## src/rtl/key_debounce.sv

```systemverilog
// Debounces one raw key input: a 2-FF synchroniser feeds a 4-state filter FSM that drives a clean level and press/release strobes.
// Optional long-press strobe is built only when KEY_LONGPRESS_EN is defined; otherwise key_long is tied low.
module key_debounce #(
    parameter int   CNT_MAX    = 1_000_000,
    parameter logic KEY_ACTIVE = 1'b0,
    parameter int   LONG_MAX   = 50_000_000
) (
    input  logic       clk,
    input  logic       rst_n,
    input  logic       key_in,
    output logic       key_level,
    output logic       key_press,
    output logic       key_release,
    output logic       key_long,
    output logic [1:0] dbg_state
);

    localparam int            CW       = (CNT_MAX > 1) ? $clog2(CNT_MAX) : 1;
    localparam logic [CW-1:0] CNT_LAST = CW'(CNT_MAX - 1);

    typedef enum logic [1:0] {
        UP      = 2'd0,
        DN_FILT = 2'd1,
        DOWN    = 2'd2,
        UP_FILT = 2'd3
    } state_t;

    logic          sync1;
    logic          sync2;
    logic          key_s;
    state_t        state;
    state_t        state_nx;
    logic [CW-1:0] cnt;
    logic [CW-1:0] cnt_nx;
    logic          level_nx;
    logic          press_nx;
    logic          release_nx;

    // key_in is asynchronous and goes nowhere except sync1.
    always_ff @(posedge clk or negedge rst_n) begin
        if (!rst_n) begin
            sync1 <= ~KEY_ACTIVE;
            sync2 <= ~KEY_ACTIVE;
        end else begin
            sync1 <= key_in;
            sync2 <= sync1;
        end
    end

    assign key_s     = sync2 ^ ~KEY_ACTIVE;
    assign dbg_state = state;

    always_ff @(posedge clk or negedge rst_n) begin
        if (!rst_n) begin
            state       <= UP;
            cnt         <= '0;
            key_level   <= 1'b0;
            key_press   <= 1'b0;
            key_release <= 1'b0;
        end else begin
            state       <= state_nx;
            cnt         <= cnt_nx;
            key_level   <= level_nx;
            key_press   <= press_nx;
            key_release <= release_nx;
        end
    end

    always_comb begin
        state_nx   = state;
        cnt_nx     = cnt;
        level_nx   = key_level;
        press_nx   = 1'b0;
        release_nx = 1'b0;
        case (state)
            UP: begin
                if (key_s) begin
                    state_nx = DN_FILT;
                    cnt_nx   = '0;
                end
            end
            DN_FILT: begin
                if (!key_s) begin
                    state_nx = UP;
                    cnt_nx   = '0;
                end else if (cnt == CNT_LAST) begin
                    state_nx = DOWN;
                    cnt_nx   = '0;
                    level_nx = 1'b1;
                    press_nx = 1'b1;
                end else begin
                    cnt_nx = cnt + 1'b1;
                end
            end
            DOWN: begin
                if (!key_s) begin
                    state_nx = UP_FILT;
                    cnt_nx   = '0;
                end
            end
            UP_FILT: begin
                if (key_s) begin
                    state_nx = DOWN;
                    cnt_nx   = '0;
                end else if (cnt == CNT_LAST) begin
                    state_nx   = UP;
                    cnt_nx     = '0;
                    level_nx   = 1'b0;
                    release_nx = 1'b1;
                end else begin
                    cnt_nx = cnt + 1'b1;
                end
            end
            default: begin
                state_nx = UP;
                cnt_nx   = '0;
            end
        endcase
    end

`ifdef KEY_LONGPRESS_EN
    localparam int            LW        = (LONG_MAX > 1) ? $clog2(LONG_MAX) : 1;
    localparam logic [LW-1:0] LONG_LAST = LW'(LONG_MAX - 1);

    logic [LW-1:0] lcnt;
    logic          long_done;

    // A bounce through UP_FILT back to DOWN keeps lcnt: the key never left.
    always_ff @(posedge clk or negedge rst_n) begin
        if (!rst_n) begin
            lcnt      <= '0;
            long_done <= 1'b0;
            key_long  <= 1'b0;
        end else begin
            key_long <= 1'b0;
            if ((state == DN_FILT && state_nx == DOWN) || state_nx == UP) begin
                lcnt      <= '0;
                long_done <= 1'b0;
            end else if (state == DOWN) begin
                if (lcnt == LONG_LAST) begin
                    if (!long_done) begin
                        key_long  <= 1'b1;
                        long_done <= 1'b1;
                    end
                end else begin
                    lcnt <= lcnt + 1'b1;
                end
            end
        end
    end
`else
    // Folds to constant 0; LONG_MAX only matters for the long-press build.
    assign key_long = 1'b0 & (LONG_MAX > 0);
`endif

endmodule

```

## config.mk

```make
export PLATFORM = sky130hd
export DESIGN_NAME = key_debounce
export DESIGN_NICKNAME = d
export VERILOG_FILES = /design/src/rtl/key_debounce.sv
export SDC_FILE = /design/constraint.sdc
export NUM_CORES = 1
export LEC_CHECK = 0
export CAP_MARGIN = 15
export CORE_MARGIN = 1.5
export CORE_UTILIZATION = 27
export DETAILED_ROUTE_END_ITERATION = 6
export GPL_ROUTABILITY_DRIVEN = 0
export PLACE_DENSITY = 0.41
export SETUP_SLACK_MARGIN = 0.2
export SYNTH_ARGS = -nofsm -noshare
export SYNTH_HDL_FRONTEND = slang
export SYNTH_SLANG_ARGS = --single-unit
```

## constraint.sdc

```tcl
create_clock -name clk -period 1.5 [get_ports clk]
set_input_delay 0.15 -clock clk [delete_from_list [all_inputs] [get_ports clk]]
set_output_delay 0.15 -clock clk [all_outputs]
set_load 0.02 [all_outputs]
```

==> flow_summary.yaml, run 1 <==
global_routing:
  grt_pass1_vias: 1372
  grt_pass1_wl_um: 6368
  gr-total-overflow: 0
  use_met1_pct: 17.78
  met3_usage_pct: 2.778
  grt_max_degree: 28
  globalRouteMet2Util_pct: 26.12
  grtUsageTotal_pct: 14.97
  grt_busiest_layer: "met2"
  antenna_found_initial: 0
route:
  wl_per_cell_um: 14.19
  num_vias: 1377
  drt-total-wl_um: 4002
  drtAntennaViolNets: 0
  drt_pass1_iterations: 4
  drc: 0
  routed_via_density: 4.883
  drt_iter0_markers: 68
die:
  design.core.area_um2: 5075
  die_w_um: 75.46
  rows: 26
  dieArea_um2: 5694
  ios: 9
  start_util_pct: 27.93
  die_h_um: 75.46
synthesis:
  ys.flop_type: "dfrtp_1"
  async_reset_ff_share_pct: 100.0
  synth.top_cell.area_share_pct: 44.13
  syn_inst: 155
  synthesis.area_um2: 1418
  synth-seq-cells: 27
  synthTopCellsByArea: "dfrtp_1, o21ai_0, a21oi_1"
  syn_area_per_cell_um2: 9.146
  ys_warn_count: 0
  yosysMostFrequentCell: "dfrtp_1"
  synth_top_area_cell: "dfrtp_1"
  yosysUniqueCellTypes: 37
  yosysSeqAreaShare_pct: 47.84
  synth_nets: 159
  synth_edf_count: 0
  netlist_top_cells_count: "dfrtp_1, o21ai_0, nand2_1"
layout:
  diodes: 0
  layout.area.seq_um2: 679.4
  final.fill_count: 513
  drive_gt1_share_pct: 44.81
  layout.cells.non_filler: 282
  area_growth_pct: 53.22
  multi_input_area_um2: 823.3
  final_area_um2: 2172
  final_nets: 217
clock_network:
  clock_latency_ns: 0.28
  clockBufferDepth: 2
  clock_sinks: 27
  cts_inserted_buffers: 3
  cts_tree: "done"
  htreeDepth: 1
  clkTransAtPathRegs_ns: 0.10
  clock-root-buffer: "clkbuf_8"
pwr:
  clkPwrFrac_pct: 16.7
  p_total_mw: 2.566
  power_frac_seq_pct: 32.5
  netSwitchingPower_mw: 0.9616
  internal_power_mw: 1.605
  vdd_drop_max_mv: 0.5813
  power.leakage_nw: 0.9315
  combPwrFrac_pct: 50.8
  swShare_pct: 37.47
  powerDensity_nw_per_um2: 1182
critical_path:
  path_buf_inv: 1
  worstPathArrival_ns: 1.89
  path_class: "reg2reg"
  worst_path_max_delay_cell: "dfrtp_1"
  max_stage_delay_ns: 0.40
  cp-start-kind: "flop"
  crit_family: "simple AND/OR/NAND/NOR gates"
  crit_chain: "ha_2 > nand4_1 > nor2_4 > a21o_1 > buf_6 > or3_1 > o21ai_1"
  critical_path_required_ns: 1.70
  crit_fanout: 7
  endpoint_kind: "flop"
place:
  placed_area_um2: 1908
  hpwl_um: 2726
  numPortBuffers: 7
  place_inst: 270
run:
  maxCapViolations: 0
timing:
  rsz0062_at_grt: "yes"
  setup_viol: 25
  max_clock_freq_mhz: 591.7
  report.final.hold_viol_count: 0
  fin_skew_ns: 0.007568
  finalMaxSlewViolations: 0
  holdWs_ns: 0.2397
  setup_ws_ns: -0.1901
  period_needed_ns: 1.690
  period_share_pct: 112.7
min_path:
  holdCritPathClass: "in2async"
status:
  status: "finished, violations left"
  violations: "negative setup slack"
-- layout by cell type, fill, tap and decap left out, types with 2 or more instances in the layout --
master and instances:
nor2_4 2, dlygate4sd2_1 3, clkdlybuf4s50_1 2, xor2_1 2, nand2_2 3, inv_1 10, nor2_1 7, nand4_1 9
o21ai_0 4, and3_1 3, nand3_2 3, dfstp_2 2, dfrtp_1 24, nor3_2 3, a21oi_1 3, buf_2 2
mux2i_1 3, a21oi_2 9, buf_4 43, nand2_1 12, buf_6 7, o21ai_1 13, or3_1 4, xnor2_2 2
a21o_1 3, nand3_1 5, buf_12 2, clkbuf_8 3
-- through the flow --
stage / utilization [%] / setup WS [ns] / setup TNS (ns)
final: 42.80 / -0.1901 / -2.768
after global routing: 42.80 / -0.2682 / -5.371
after CTS: 41.47 / -0.1520 / -2.389
after detailed placement: 37.60 / -0.2083 / -3.073
after global placement: 37.60 / -0.1517 / -2.290
after floorplan: - / -0.03981 / -0.2253
-- power groups by stage --
| stage | registers [mW] | clock network, mW | logic, mW |
|---|---|---|---|
| 5_1_grt | 0.841 | 0.477 | 1.42 |
| 2_1_floorplan | 0.904 | 0 | 0.521 |
| 3_5_place_dp | 0.846 | 0 | 1.04 |
| 3_3_place_gp | 0.844 | 0 | 1.04 |
| 4_1_cts | 0.834 | 0.450 | 1.26 |
| 6_report | 0.833 | 0.429 | 1.30 |
-- routing by layer --
metal	up-vias	share of wire (%)
met4	0	2.2
met1	676	43
met3	9	3.6
met2	28	52
li1	664	-
met5	-	0
-- final timing paths --
path                         from  endpoint  depth (start not counted)  slack [ns]
min in group clk           key_in     sync1                          1        0.28
max                        cnt[1]   cnt[19]                          7       -0.19
max in group asynchronous   rst_n     sync2                          2        0.95
min reg2reg                 sync1     sync2                          0        0.37
min                         rst_n   cnt[16]                          2        0.24
max reg2reg                cnt[1]   cnt[19]                          7       -0.19
-- what timing repair did --
action | 4_1_cts | 5_1_grt
hold buffers | 0 | 0
resized for setup | 47 | 11
buffers inserted | 3 | 5
pin swaps | 18 | 6
setup endpoints to repair | 30 | 26
gates cloned | 0 | 0
-- kinds of logic after synthesis --
logic type | Yosys count | share of synthesized area [%]
xor+xnor | 5 | 3.090
buf+inv | 16 | 6.091
other cells | 1 | 0.2645
fa+ha+maj | 1 | 0.8825
flops | 27 | 47.84
mux | 3 | 2.118
compound gates | 39 | 15.71
simple gates | 63 | 24.01
-- sequential cells by signal, summed over array words and instances, names as in the netlist, named ones only --
| name | flops |
|---|---|
| key_press | 1 |
| cnt | 20 |
| sync1 | 1 |
| key_release | 1 |
| key_level | 1 |
| sync2 | 1 |
| dbg_state | 1 |
-- layout make-up --
type | instances | share of cell area [%]
clock buffers | 3 | 1.901
clock inverters | 1 | 0.2304
flip-flops and latches | 27 | 31.28
well taps | 70 | 4.032
multi-input cells | 112 | 37.90
repair buffers | 59 | 22.93
inverters | 10 | 1.728
Power figures use the tool's default switching activity.
==> run 2, diff against run 1 <==
--- a/config.mk
+++ b/config.mk
@@ -10,6 +10,7 @@
 export CORE_UTILIZATION = 27
 export DETAILED_ROUTE_END_ITERATION = 6
 export GPL_ROUTABILITY_DRIVEN = 0
+export MAX_ROUTING_LAYER = met4
 export PLACE_DENSITY = 0.41
 export SETUP_SLACK_MARGIN = 0.2
 export SYNTH_ARGS = -nofsm -noshare
==> run 2 against run 1 <==
Net effect: the run still ends with negative setup slack left; hold slack is essentially flat; die area is the same; worst setup slack improved by 0.0063 ns; final cell count did not move; maximum frequency is 0.37% higher; global-route usage grew 0.46 points; total power about the same; largest power group unchanged; highest routed layer unchanged.
==> flow_summary.yaml, run 2 (synthesis gave the netlist of run 1 again) <==
clock_network:
  htreeDepth: 1
  clkTransAtPathRegs_ns: 0.10
  clockBufferDepth: 2
  clock_sinks: 27
  cts_tree: "done"
  clock_latency_ns: 0.28
  cts_inserted_buffers: 3
  clock-root-buffer: "clkbuf_8"
route:
  routed_via_density: 4.876
  wl_per_cell_um: 14.15
  drt-total-wl_um: 3991
  drtAntennaViolNets: 0
  drc: 0
  num_vias: 1375
  drt_iter0_markers: 71
  drt_pass1_iterations: 4
critical_path:
  critical_path_required_ns: 1.70
  worstPathArrival_ns: 1.89
  endpoint_kind: "flop"
  reg2reg_slack_ns: -0.18
  r2r_end: "cnt[19]"
  crit_fanout: 7
  worst-r2r-cell-count: 7
  cp-start-kind: "flop"
  path_class: "reg2reg"
  rr_startpoint: "cnt[1]"
place:
  hpwl_um: 2726
  numPortBuffers: 7
  place_inst: 270
pwr:
  p_total_mw: 2.566
  power_frac_seq_pct: 32.5
  netSwitchingPower_mw: 0.9614
  swShare_pct: 37.47
  vdd_drop_max_mv: 0.5815
  combPwrFrac_pct: 50.8
  power.leakage_nw: 0.9315
  clkPwrFrac_pct: 16.7
  powerDensity_nw_per_um2: 1181
  internal_power_mw: 1.605
timing:
  holdWs_ns: 0.2394
  period_share_pct: 112.3
  period_needed_ns: 1.684
  fin_skew_ns: 0.006879
  report.final.hold_viol_count: 0
  rsz0062_at_grt: "yes"
  setup_viol: 25
  finalMaxSlewViolations: 0
  max_clock_freq_mhz: 593.9
  setup_ws_ns: -0.1838
layout:
  largest_reg_flops: 20
  final_cell_mix: "buf_4, dfrtp_1, o21ai_1, nand2_1, inv_1"
  drive_gt1_share_pct: 44.81
  layout.cells.non_filler: 282
  area_growth_pct: 53.22
  mostFrequentLayoutCell: "buf_4"
  diodes: 0
  final_nets: 217
  largest_register: "cnt"
global_routing:
  grt_pass1_vias: 1372
  grt_max_degree: 28
  antenna_found_initial: 0
  grtUsageTotal_pct: 15.43
  gr-total-overflow: 0
  grt_pass1_wl_um: 6368
die:
  design.core.area_um2: 5075
  dieArea_um2: 5694
  die_w_um: 75.46
  rows: 26
  start_util_pct: 27.93
  ios: 9
  die_h_um: 75.46
run:
  maxCapViolations: 0
status:
  status: "finished, violations left"
  violations: "negative setup slack"
min_path:
  holdCritPathClass: "in2async"
-- run 2: worst max path at each step --
| stage | start | to | slack (ns) | depth (start not counted) |
|---|---|---|---|---|
| 2_1_floorplan | sync2 | cnt[13] | -0.04 | 6 |
| 3_5_place_dp | cnt[0] | cnt[14] | -0.21 | 8 |
| 6_report | cnt[1] | cnt[19] | -0.18 | 7 |
| 3_3_place_gp | cnt[1] | cnt[14] | -0.15 | 8 |
| 5_1_grt | cnt[1] | cnt[16] | -0.27 | 7 |
| 4_1_cts | cnt[1] | cnt[19] | -0.15 | 7 |
-- run 2: timing repair --
item                       4_1_cts  5_1_grt
buffers inserted                 3        5
setup endpoints to repair       30       26
pin swaps                       18        6
hold buffers                     0        0
resized for setup               47       11
-- run 2: per-layer routing --
metal / global-route usage (%) / wire, µm / up-vias
met1: 17.78 / 1700 / 672
met5: - / 0 / -
met2: 26.12 / 2067 / 31
li1: - / - / 663
met3: 2.778 / 132 / 9
met4: 6.944 / 90 / 0
-- run 2: power groups by stage --
stage,Combinational [mW],Sequential (mW),Clock (mW)
global route,1.42,0.841,0.477
finish,1.30,0.834,0.429
detailed placement,1.04,0.846,0
CTS,1.26,0.834,0.450
global placement,1.04,0.844,0
floorplan,0.521,0.904,0
-- run 2: metrics by stage --
| stage | worst slack [ns] | instance area (µm²) | utilization (%) | TNS, ns |
|---|---|---|---|---|
| 2_1_floorplan | -0.03981 | 1444 | - | -0.2253 |
| 3_3_place_gp | -0.1517 | 1908 | 37.60 | -2.290 |
| 3_5_place_dp | -0.2083 | 1908 | 37.60 | -3.073 |
| 4_1_cts | -0.1520 | 2105 | 41.47 | -2.389 |
| 5_1_grt | -0.2682 | 2172 | 42.80 | -5.374 |
| 6_report | -0.1838 | 2172 | 42.80 | -2.773 |
-- run 2: critical path, stage by stage (launching register included) --
cell,delay (ns)
dfrtp_1,0.40
ha_2,0.19
nand4_1,0.16
nor2_4,0.10
a21o_1,0.22
buf_6,0.14
or3_1,0.30
o21ai_1,0.09
-- run 2: final cells by class --
class	count	area (µm²)
inverters	10	37.54
fillers	513	2903
repair buffers	59	498.0
multi-input cells	112	823.3
flip-flops and latches	27	679.4
well taps	70	87.58
clock inverters	1	5.005
clock buffers	3	41.29
==> run 3, diff against run 2 <==
--- a/config.mk
+++ b/config.mk
@@ -5,7 +5,7 @@
 export SDC_FILE = /design/constraint.sdc
 export NUM_CORES = 1
 export LEC_CHECK = 0
-export CAP_MARGIN = 15
+export CORE_ASPECT_RATIO = 1.25
 export CORE_MARGIN = 1.5
 export CORE_UTILIZATION = 27
 export DETAILED_ROUTE_END_ITERATION = 6
==> run 3 against run 2 <==
Net effect: the flow still finishes with violations (negative setup slack); critical path type unchanged; non-clock buffer count rose by 1; sequential share of layout area down 1.4 points; hold slack better by 0.0077 ns; wire length is 1.3% lower; final area is 4.8% higher; count of clock-buffer cells in the layout up 1; register-to-register slack about the same; critical endpoint is now cnt[1]; largest cell class unchanged; sequential cell count unchanged; clock power is essentially flat.
==> flow_summary.yaml, run 3 (synthesis gave the netlist of run 1 again) <==
timing:
  rsz0062_at_grt: "yes"
  finalMaxSlewViolations: 0
  fin_skew_ns: 0.001254
  report.final.hold_viol_count: 0
  holdWs_ns: 0.2471
  setup_viol: 25
  period_share_pct: 111.5
  setup_ws_ns: -0.1721
  period_needed_ns: 1.672
  max_clock_freq_mhz: 598.1
route:
  wl_per_cell_um: 14.32
  drt_iter0_markers: 64
  drtAntennaViolNets: 0
  drt_pass1_iterations: 3
  num_vias: 1330
  routed_via_density: 4.836
  drt-total-wl_um: 3938
  drc: 0
die:
  dieArea_um2: 5697
  ios: 9
  rows: 29
  die_w_um: 67.81
  start_util_pct: 27.91
  die_h_um: 84.01
  design.core.area_um2: 5080
status:
  status: "finished, violations left"
  violations: "negative setup slack"
critical_path:
  worstPathArrival_ns: 1.85
  crit_fanout: 8
  worst-r2r-cell-count: 5
  reg2reg_slack_ns: -0.17
  endpoint_kind: "flop"
  path_class: "reg2reg"
  worstSetupEndpoint: "cnt[1]"
  r2r_end: "cnt[1]"
  critical_path_required_ns: 1.68
  cp-start-kind: "flop"
  startpoint: "cnt[7]"
  rr_startpoint: "cnt[7]"
clock_network:
  cts_tree: "done"
  ctsHoldBuffers: 0
  clock_latency_ns: 0.28
  htreeDepth: 1
  clock_sinks: 27
  clockBufferDepth: 2
  cts_inserted_buffers: 3
  clock-root-buffer: "clkbuf_8"
  clkTransAtPathRegs_ns: 0.10
global_routing:
  gr-total-overflow: 0
  grt_pass1_wl_um: 6686
  grt_max_degree: 28
  antenna_found_initial: 0
  globalRouteMet2Util_pct: 26.56
  use_met1_pct: 18.97
  met3_usage_pct: 2.159
  grtUsageTotal_pct: 15.83
  grt_busiest_layer: "met2"
  grt_pass1_vias: 1378
layout:
  final_nets: 218
  layout.cells.non_filler: 275
  largest_reg_flops: 20
  final_cell_mix: "buf_4, dfrtp_1, nand2_1"
  largest_register: "cnt"
  mostFrequentLayoutCell: "buf_4"
  final_util_pct: 44.83
  diodes: 0
  area_growth_pct: 60.64
  drive_gt1_share_pct: 51.17
place:
  place_inst: 263
  hpwl_um: 2712
  numPortBuffers: 7
min_path:
  holdCritPathClass: "in2async"
pwr:
  power.leakage_nw: 0.9918
  powerDensity_nw_per_um2: 1231
  vdd_drop_max_mv: 0.4352
run:
  maxCapViolations: 0
## run 3: final cells by class
type	count	area, µm²
Inverter	10	37.54
Timing Repair Buffer	60	526.8
Multi-Input combinational cell	112	910.9
Fill cell	494	2803
Clock buffer	4	45.04
Sequential cell	27	679.4
Tap cell	62	77.57
## run 3: report_power, final
group	internal, mW	switching [mW]
clock network	0.191	0.241
registers	0.790	0.0487
logic	0.750	0.782
total	1.73	1.07
## run 3: layer usage
metal / vias up / routed length [µm]
li1: 669 / -
met1: 642 / 1625
met2: 12 / 2172
met3: 7 / 59
met4: 0 / 80
met5: - / 0
## run 3: what timing repair did
item,4_1_cts,5_1_grt
cloned,1,0
gates resized for setup,35,43
pin swaps,12,21
setup endpoints to repair,30,26
setup buffers,3,4
## run 3: worst min-delay path by stage
stage | startpoint | to | slack, ns
final | rst_n | cnt[18] | 0.25
after global routing | key_in | sync1 | 0.25
after CTS | rst_n | key_release | 0.26
after detailed placement | sync1 | sync2 | 0.35
after global placement | sync1 | sync2 | 0.35
after floorplan | rst_n | asynchronous set/reset pin | -0.15
## run 3: stage by stage
step,TNS (ns),power (mW),cell area (µm²),setup WS (ns)
after floorplan,-0.2253,1.425,1444,-0.03981
after global placement,-2.750,1.890,1906,-0.1957
after detailed placement,-3.265,1.899,1906,-0.2188
after CTS,-2.878,2.536,2097,-0.1992
after global routing,-5.145,2.991,2277,-0.2861
final,-2.853,2.803,2277,-0.1721
## run 3: worst max-delay path, cell delays in order (launching register included)
cell and delay (ns):
dfrtp_1 0.42, nor4b_4 0.34, and4_4 0.31, a21oi_4 0.13, buf_12 0.17, a22o_1 0.20
